**src/rtl/fetch_pkg.sv**
```systemverilog
// Shared types and constants for the instruction-fetch sequencer and its buffer.
package fetch_pkg;

  localparam int INSTR_BYTES = 4;
  localparam int IMEM_AW     = 6;

  typedef struct packed {
    logic [63:0] pc;
    logic [31:0] instr;
  } fetch_entry_t;

  typedef enum logic {
    RUN  = 1'b0,
    HALT = 1'b1
  } fetch_state_t;

endpackage

```
**src/rtl/fetch_fifo.sv**
```systemverilog
// Small circular buffer of fetched {pc, instr} pairs.
// A flush empties the buffer and overrides any push or pop in the same cycle.
module fetch_fifo
  import fetch_pkg::*;
#(
  parameter int DEPTH = 2
) (
  input  logic                     clk,
  input  logic                     reset,
  input  logic                     i_push,
  input  logic                     i_pop,
  input  logic                     i_flush,
  input  fetch_entry_t             i_entry,
  output logic [$clog2(DEPTH):0]   o_count,
  output fetch_entry_t             o_head
);

  localparam int AW = $clog2(DEPTH);

  fetch_entry_t   r_mem [DEPTH];
  logic [AW-1:0]  r_wrPtr;
  logic [AW-1:0]  r_rdPtr;
  logic [AW:0]    r_count;

  always_ff @(posedge clk) begin
    if (!reset) begin
      r_wrPtr <= '0;
      r_rdPtr <= '0;
      r_count <= '0;
    end else if (i_flush) begin
      r_wrPtr <= '0;
      r_rdPtr <= '0;
      r_count <= '0;
    end else begin
      if (i_push) r_wrPtr <= r_wrPtr + AW'(1);
      if (i_pop)  r_rdPtr <= r_rdPtr + AW'(1);
      case ({i_push, i_pop})
        2'b10:   r_count <= r_count + (AW+1)'(1);
        2'b01:   r_count <= r_count - (AW+1)'(1);
        default: r_count <= r_count;
      endcase
    end
  end

  // Storage needs no reset; the head is only observed while the count is non-zero.
  always_ff @(posedge clk) begin
    if (reset && !i_flush && i_push) r_mem[r_wrPtr] <= i_entry;
  end

  assign o_count = r_count;
  assign o_head  = r_mem[r_rdPtr];

endmodule

```
**src/rtl/imem_fetch_ctrl.sv**
```systemverilog
// Fetch sequencer: walks a fetch PC through the instruction ROM, buffers results,
// and hands them to decode over valid/ready, with redirect-flush and halt/drain.
module imem_fetch_ctrl
  import fetch_pkg::*;
#(
  parameter int          DEPTH    = 2,
  parameter logic [63:0] RESET_PC = 64'h0
) (
  input  logic                clk,
  input  logic                reset,
  output logic [IMEM_AW-1:0]  imem_addr,
  input  logic [31:0]         imem_q,
  input  logic                redirect_valid,
  input  logic [63:0]         redirect_pc,
  input  logic                halt,
  output logic                out_valid,
  input  logic                out_ready,
  output logic [31:0]         out_instr,
  output logic [63:0]         out_pc,
  output logic                idle
);

  localparam int CW = $clog2(DEPTH) + 1;

  fetch_state_t  r_state;
  fetch_state_t  w_stateNext;
  logic [63:0]   r_fetchPc;
  logic [63:0]   w_fetchPcNext;
  logic [CW-1:0] w_count;
  fetch_entry_t  w_head;
  fetch_entry_t  w_pushEntry;
  logic          w_valid;
  logic          w_pop;
  logic          w_push;

  assign imem_addr   = r_fetchPc[IMEM_AW+1:2];
  assign w_valid     = (w_count != '0);
  // A redirect cancels the handshake, so the presented head is not consumed.
  assign w_pop       = w_valid & out_ready & ~redirect_valid;
  assign w_push      = (r_state == RUN) & ~halt & ~redirect_valid &
                       ((w_count < CW'(DEPTH)) | w_pop);
  assign w_pushEntry = '{pc: r_fetchPc, instr: imem_q};

  always_comb begin
    w_stateNext   = r_state;
    w_fetchPcNext = r_fetchPc;
    if (redirect_valid) begin
      w_fetchPcNext = redirect_pc & ~64'h3;
    end else begin
      if (w_push) w_fetchPcNext = r_fetchPc + 64'(INSTR_BYTES);
      case (r_state)
        RUN:     if (halt)  w_stateNext = HALT;
        HALT:    if (!halt) w_stateNext = RUN;
        default: w_stateNext = RUN;
      endcase
    end
  end

  always_ff @(posedge clk) begin
    if (!reset) begin
      r_state   <= RUN;
      r_fetchPc <= RESET_PC;
    end else begin
      r_state   <= w_stateNext;
      r_fetchPc <= w_fetchPcNext;
    end
  end

  fetch_fifo #(.DEPTH(DEPTH)) u_fifo (
    .clk     (clk),
    .reset   (reset),
    .i_push  (w_push),
    .i_pop   (w_pop),
    .i_flush (redirect_valid),
    .i_entry (w_pushEntry),
    .o_count (w_count),
    .o_head  (w_head)
  );

  assign out_valid = w_valid;
  assign out_instr = w_valid ? w_head.instr : 32'h0;
  assign out_pc    = w_valid ? w_head.pc    : 64'h0;
  assign idle      = (r_state == HALT) && (w_count == '0);

endmodule

```
**config.mk**
```make
export PLATFORM = sky130hd
export DESIGN_NAME = imem_fetch_ctrl
export DESIGN_NICKNAME = d
export VERILOG_FILES = /design/src/rtl/fetch_pkg.sv /design/src/rtl/fetch_fifo.sv /design/src/rtl/imem_fetch_ctrl.sv
export SDC_FILE = /design/constraint.sdc
export NUM_CORES = 1
export LEC_CHECK = 0
export ABC_AREA = 1
export BUFFER_PORTS_ARGS = -buffer_cell sky130_fd_sc_hd__buf_2
export CORE_MARGIN = 4
export CORE_UTILIZATION = 30
export DETAILED_ROUTE_END_ITERATION = 10
export GPL_ROUTABILITY_DRIVEN = 1
export PLACE_DENSITY = 0.51
export SLEW_MARGIN = 20
export SYNTH_ARGS = -nofsm -noshare
export SYNTH_HDL_FRONTEND = slang
export SYNTH_HIERARCHICAL = 1
export SYNTH_SLANG_ARGS = --single-unit
```
**constraint.sdc**
```tcl
create_clock -name clk -period 14.1 [get_ports clk]
set_input_delay 2.82 -clock clk [delete_from_list [all_inputs] [get_ports clk]]
set_output_delay 2.82 -clock clk [all_outputs]
set_load 0.05 [all_outputs]
```
; ---- After elaboration in Yosys (flattened, before gate mapping)
; Memories as Yosys holds them, arrays and structs flattened. A register that Yosys moved wholly into a read port is not among the register bits.
; Index checks and enable logic that the tools add are counted.
[op_classes]
n_addsub = 5
order_cmp = 1
eq_ne = 2
n_mux = 10
n_bitwise = 10
reduce_logical = 9
[op_table]
columns = op, count
row1 = 64-bit two-way mux, 3
row2 = 64-bit by 3-bit adder with 64-bit output (second input constant), 1
row3 = 32-bit two-way mux, 1
row4 = 2-bit nonzero test, 3
row5 = 1-bit bitwise AND, 5
row6 = 1-bit two-way mux, 5
row7 = 1-bit inverter, 4
row8 = 2-bit one-hot mux with 2 select lines, 1
row9 = 1-bit logical AND, 3
row10 = 1-bit adder (second input constant), 2
row11 = 2-bit by 1-bit adder with 2-bit output (second input constant), 1
row12 = 2-bit by 1-bit == test with 1-bit output (second input constant), 1
row13 = 2-bit == test (second input constant), 1
row14 = 2-bit zero test, 1
row15 = 2-bit less-than comparator (second input constant), 1
row16 = 2-bit OR reduction, 1
row17 = 2-bit by 1-bit subtractor with 2-bit output (second input constant), 1
row18 = 1-bit zero test, 1
row19 = 1-bit bitwise OR, 1
[word_totals]
reg_bits = 69
ram_bits = 192
output_inout_bits = 104
elab_cells = 44
n_memories = 1
[mem_list]
columns = name, depth, word_bits, read_ports, rd_clocked_by_memory_dff, wr, line
row1 = u_fifo.r_mem, 2, 96, 1, 1, 1, fetch_fifo.sv:20  ; fetch_entry_t r_mem [DEPTH];

; ---- Depth between registers and ports, before layout
[depth]
ltp_word = 8
ltp_mapped = 13
depth_no_buf = 12

; ---- Cells and area by module
; The synthesis kept the hierarchy.
[by_module_without_submodules]
columns = mod, instances, cells_each, area_per_inst_um2, seq_area_each_um2
row1 = fetch_fifo, 1, 332, 7354.6, 5865.6
row2 = imem_fetch_ctrl, 1, 1044, 5555.3, 1261.2

; ---- Least setup slack after synthesis
; OpenSTA, ideal clock, no wires.
[synth_timing]
path_kind = input -> register
start = input redirect_valid
end = memory u_fifo/r_mem[1][0] in the netlist's numbering (enable)
arrival_ns = 10.199
path_slack_ns = 3.232
path_stages = 8
n_path_buf = 1
path_cell_list = inv_2 nand2_1 inv_1 nand3_2 clkinv_1 clkbuf_1 inv_1 nor3_1
[synth_via]
elab_chain_cells = 7
elab_cells_between_ends = 10
cone_classes = mux: 2 / bitwise: 5 / reduce/logical: 3
[synth_rtl]
columns = item, line
row1 = from (decl), imem_fetch_ctrl.sv:13  ; input logic redirect_valid,
row2 = 1-bit inverter (*), "imem_fetch_ctrl.sv:39, imem_fetch_ctrl.sv:40"
row3 = 1-bit bitwise AND, imem_fetch_ctrl.sv:39  ; assign w_pop = w_valid & out_ready & ~redirect_valid;
row4 = 1-bit bitwise OR, imem_fetch_ctrl.sv:41  ; ((w_count < CW'(DEPTH)) | w_pop);
row5 = 1-bit bitwise AND (*), imem_fetch_ctrl.sv:40  ; assign w_push = (r_state == RUN) & ~halt & ~redirect_valid &
row6 = via w_push, imem_fetch_ctrl.sv:34  ; logic w_push;
row7 = 1-bit logical AND (*), fetch_fifo.sv:47  ; if (reset && !i_flush && i_push) r_mem[r_wrPtr] <= i_entry;
row8 = 1-bit two-way mux (*), fetch_fifo.sv:47
row9 = 1-bit two-way mux (implied by the code) (*), fetch_fifo.sv:47
row10 = to (decl), fetch_fifo.sv:20
; The timed path passes the listed nets; every way through them passes the cells marked *.

==> results.sh <==
export IMPL_status="finished clean"
export IMPL_gp_congestion=0.863
export IMPL_grt_pass1_vias=9525
export IMPL_clockBufferDepth=3
export IMPL_hold_viol=0
export IMPL_clk_pin_slew_worst_paths_ps=60
export IMPL_final_setup_tns_ps=0
export IMPL_crit_path_end_kind="output port"
export IMPL_worstSkewPairLatency_ps=560
export IMPL_yosys_register_bits=260
export IMPL_power_internal_w=0.00135
export IMPL_p_sw_share_pct=23.5
export IMPL_maxSlewHeadroom_pct=29.1
export IMPL_fp_dieH_um=215
export IMPL_ys_warn_count=6
export IMPL_std_cell_rows=75
export IMPL_power_share_clock_pct=43.5
export IMPL_wire_per_inst_um=16.8
export IMPL_power_total_w=0.00176
export IMPL_synth_seq_area_share_pct=55.2
export IMPL_multi_input_area_um2=4700
export IMPL_finClkSkew_ps=17.1
export IMPL_numPortBuffers=202
export IMPL_dr_total_vias=9606
export IMPL_clock_sinks=260
export IMPL_required_ps=11280
export IMPL_drive_gt1_share_pct=23.9
export IMPL_slew_violations=0
export IMPL_synthesis_area_um2=12900
export IMPL_vias_per_cell=4.51
export IMPL_worst_pin_slew_ps=1060
export IMPL_route_detailed_drc=0
export IMPL_grt_start_max_net_pins=71
export IMPL_numCtsBuffers=29
export IMPL_critPathArrivalTime_ps=3050
export IMPL_avgSynthCellArea_um2=9.38
export IMPL_wirelength_mm=35.8
export IMPL_antenna_cells=0
export IMPL_fin_nets=1671
export IMPL_antenna_found_initial=0
export IMPL_cts_resized=0
export IMPL_ios=205
export IMPL_hold_class="reg -> reg"
export IMPL_worst_slack_ps=8230
export IMPL_seq_power_share_pct=49.0
export IMPL_power_density_nw_per_um2=115
export IMPL_power_frac_comb_pct=7.5
export IMPL_maxClockFrequency_ghz=0.170
export IMPL_grt_overflow=0
export IMPL_period_minus_slack_ps=5870
export IMPL_criticalPathCategory="reg -> out"
export IMPL_post_place_ws_ps=7850
export IMPL_core_area_um2=42200
export IMPL_drt_initial_drc_count=549
export IMPL_initial_core_util_pct=30.6
export IMPL_areaGrowthSynthToFinish_pct=19.0
export IMPL_grt_use_total_pct=14.9
export IMPL_die_w_um=215
export IMPL_cts_root_buf="clkbuf_16"
export IMPL_ctsHoldBuffers=0
export IMPL_synthCells=1376
export IMPL_antenna_left=0
export IMPL_fillers=4364
export IMPL_period_share_pct=41.6
export IMPL_grt_first_pass_wirelength_mm=55.1
export IMPL_cts_setup_buffers=0
export IMPL_rsz0062_at_grt="no"
export IMPL_power_leakage_nw=6.57
export IMPL_dr_pass1_iters=5
export IMPL_htree_levels=1
export IMPL_dp_hpwl_mm=25.7
export IMPL_regArea_um2=7130
export IMPL_synth_cell_type_count=41
export IMPL_cp_max_fo=49
export IMPL_maxCapViolCount=0
export IMPL_irDropWorstVdd_v=0.0000859
export IMPL_p_sw_w=0.000413
export IMPL_die_area_um2=46400
export IMPL_cts_tree="yes"
export IMPL_cp_start_kind="flip-flop"
export IMPL_setup_viol=0
## state kept, by name, summed over array words and instances (netlist names), named ones only
signal,count
r_fetchPc,62
r_state,1
u_fifo/o_count,2
u_fifo/r_mem,192
u_fifo/r_rdPtr,1
u_fifo/r_wrPtr,1
## worst paths after layout
| path | end | slack, ps | startpoint | cells after the start |
|---|---|---|---|---|
| hold reg to reg | u_fifo/r_wrPtr | 470 | u_fifo/r_wrPtr | 2 |
| setup / recovery | out_pc[63] | 8230 | flip-flop | 5 |
| setup reg to reg | u_fifo/r_mem[1][11] | 11110 | u_fifo/o_count[1] | 7 |
| hold / removal | u_fifo/r_wrPtr | 470 | u_fifo/r_wrPtr | 2 |
## layout by cell type, fill, tap and decap left out, drive strengths merged, types with 15 or more instances in the layout
master	count
nand3	54
edfxtp	192
inv	213
buf	209
o21ai	22
nand2	318
o21bai	16
clkbuf	36
dfxtp	68
mux2	96
xnor2	17
clkinv	15
nor2	225
a21oi	50
## stage by stage
stage	instance area (um^2)	util (%)	hold slack [ps]	instances
6_report	15400	36.4	472	2130
5_1_grt	15400	36.4	495	2130
4_1_cts	15400	36.4	472	2130
3_5_place_dp	14400	34.0	464	2076
3_3_place_gp	14400	34.0	452	2076
2_1_floorplan	12900	-	445	1379
## critical path: stages, from the launching register on
cell,delay (ps)
dfxtp_4,860
buf_4,800
mux2_2,420
inv_1,50
nor2_1,30
buf_2,240
## layout make-up
class	count	share of cell area [%]
inverters	214	5.24
well taps	539	4.39
clock inverters	18	1.07
repair buffers	209	6.93
multi-input cells	854	30.6
flip-flops and latches	260	46.4
clock buffers	36	5.36
## cells by family after synthesis
kind of cell,after synthesis,synth area share [%]
flip-flops,260,55.2
other,1,0.0290
multiplexers,96,9.54
buffers and inverters,265,8.65
XOR/XNOR,27,1.83
adder cells (fa/ha/maj),2,0.194
AO/OA/AOI/OAI,117,5.48
AND/OR/NAND/NOR,608,19.1
## power groups by stage
stage	Clock (W)	Sequential, W	Combinational (W)
after floorplan	0	0.000870	0.0000934
after global placement	0	0.000879	0.000133
after detailed placement	0	0.000880	0.000134
after CTS	0.000791	0.000863	0.000134
after global routing	0.000826	0.000866	0.000146
final	0.000767	0.000863	0.000131
## Yosys cell counts
| cell type | n | area (um^2) |
|---|---|---|
| xor2_1 | 10 | 87.6 |
| o21bai_2 | 1 | 11.3 |
| xnor2_1 | 17 | 149 |
| inv_2 | 4 | 15.0 |
| o311ai_0 | 1 | 8.76 |
| mux2_4 | 40 | 601 |
| nand4_1 | 8 | 50.1 |
| buf_1 | 3 | 11.3 |
| a211oi_1 | 1 | 7.51 |
| o21ai_0 | 20 | 100 |
| nand3_2 | 1 | 10.0 |
| buf_6 | 1 | 11.3 |
| o21bai_1 | 15 | 113 |
| nor3_1 | 3 | 15.0 |
| nand2_1 | 310 | 1160 |
| inv_1 | 209 | 785 |
| a22o_1 | 12 | 105 |
| a21oi_2 | 1 | 8.76 |
| buf_4 | 6 | 45.0 |
| buf_2 | 13 | 65.1 |
| clkbuf_1 | 23 | 86.3 |
| nor2_2 | 7 | 43.8 |
| mux2_2 | 56 | 631 |
| nand2_2 | 5 | 31.3 |
| o211ai_1 | 2 | 15.0 |
| edfxtp_1 | 192 | 5770 |
| conb_1 | 1 | 3.75 |
| buf_12 | 4 | 80.1 |
| buf_8 | 1 | 15.0 |
| nor2_1 | 215 | 807 |
| a22oi_1 | 1 | 7.51 |
| o21ai_1 | 2 | 10.0 |
| ha_1 | 2 | 25.0 |
| nand3_1 | 53 | 265 |
| nor2_8 | 1 | 20.0 |
| nand2_4 | 3 | 33.8 |
| clkinv_1 | 1 | 3.75 |
| dfxtp_1 | 68 | 1360 |
| a31oi_1 | 12 | 75.1 |
| a21oi_1 | 49 | 245 |
| nor2_4 | 2 | 22.5 |
## metal layers
layer / routed length, um / global-route usage [%] / up-vias / share of wire [%]
met4: 750 / 3.87 / 0 / 2.1
met3: 1570 / 2.17 / 42 / 4.4
met1: 16400 / 20.3 / 4522 / 46
met5: 0 / 0 / - / 0
met2: 17100 / 25.2 / 215 / 48
li1: - / - / 4827 / -
Note: power is estimated with default switching activity, not from simulation.
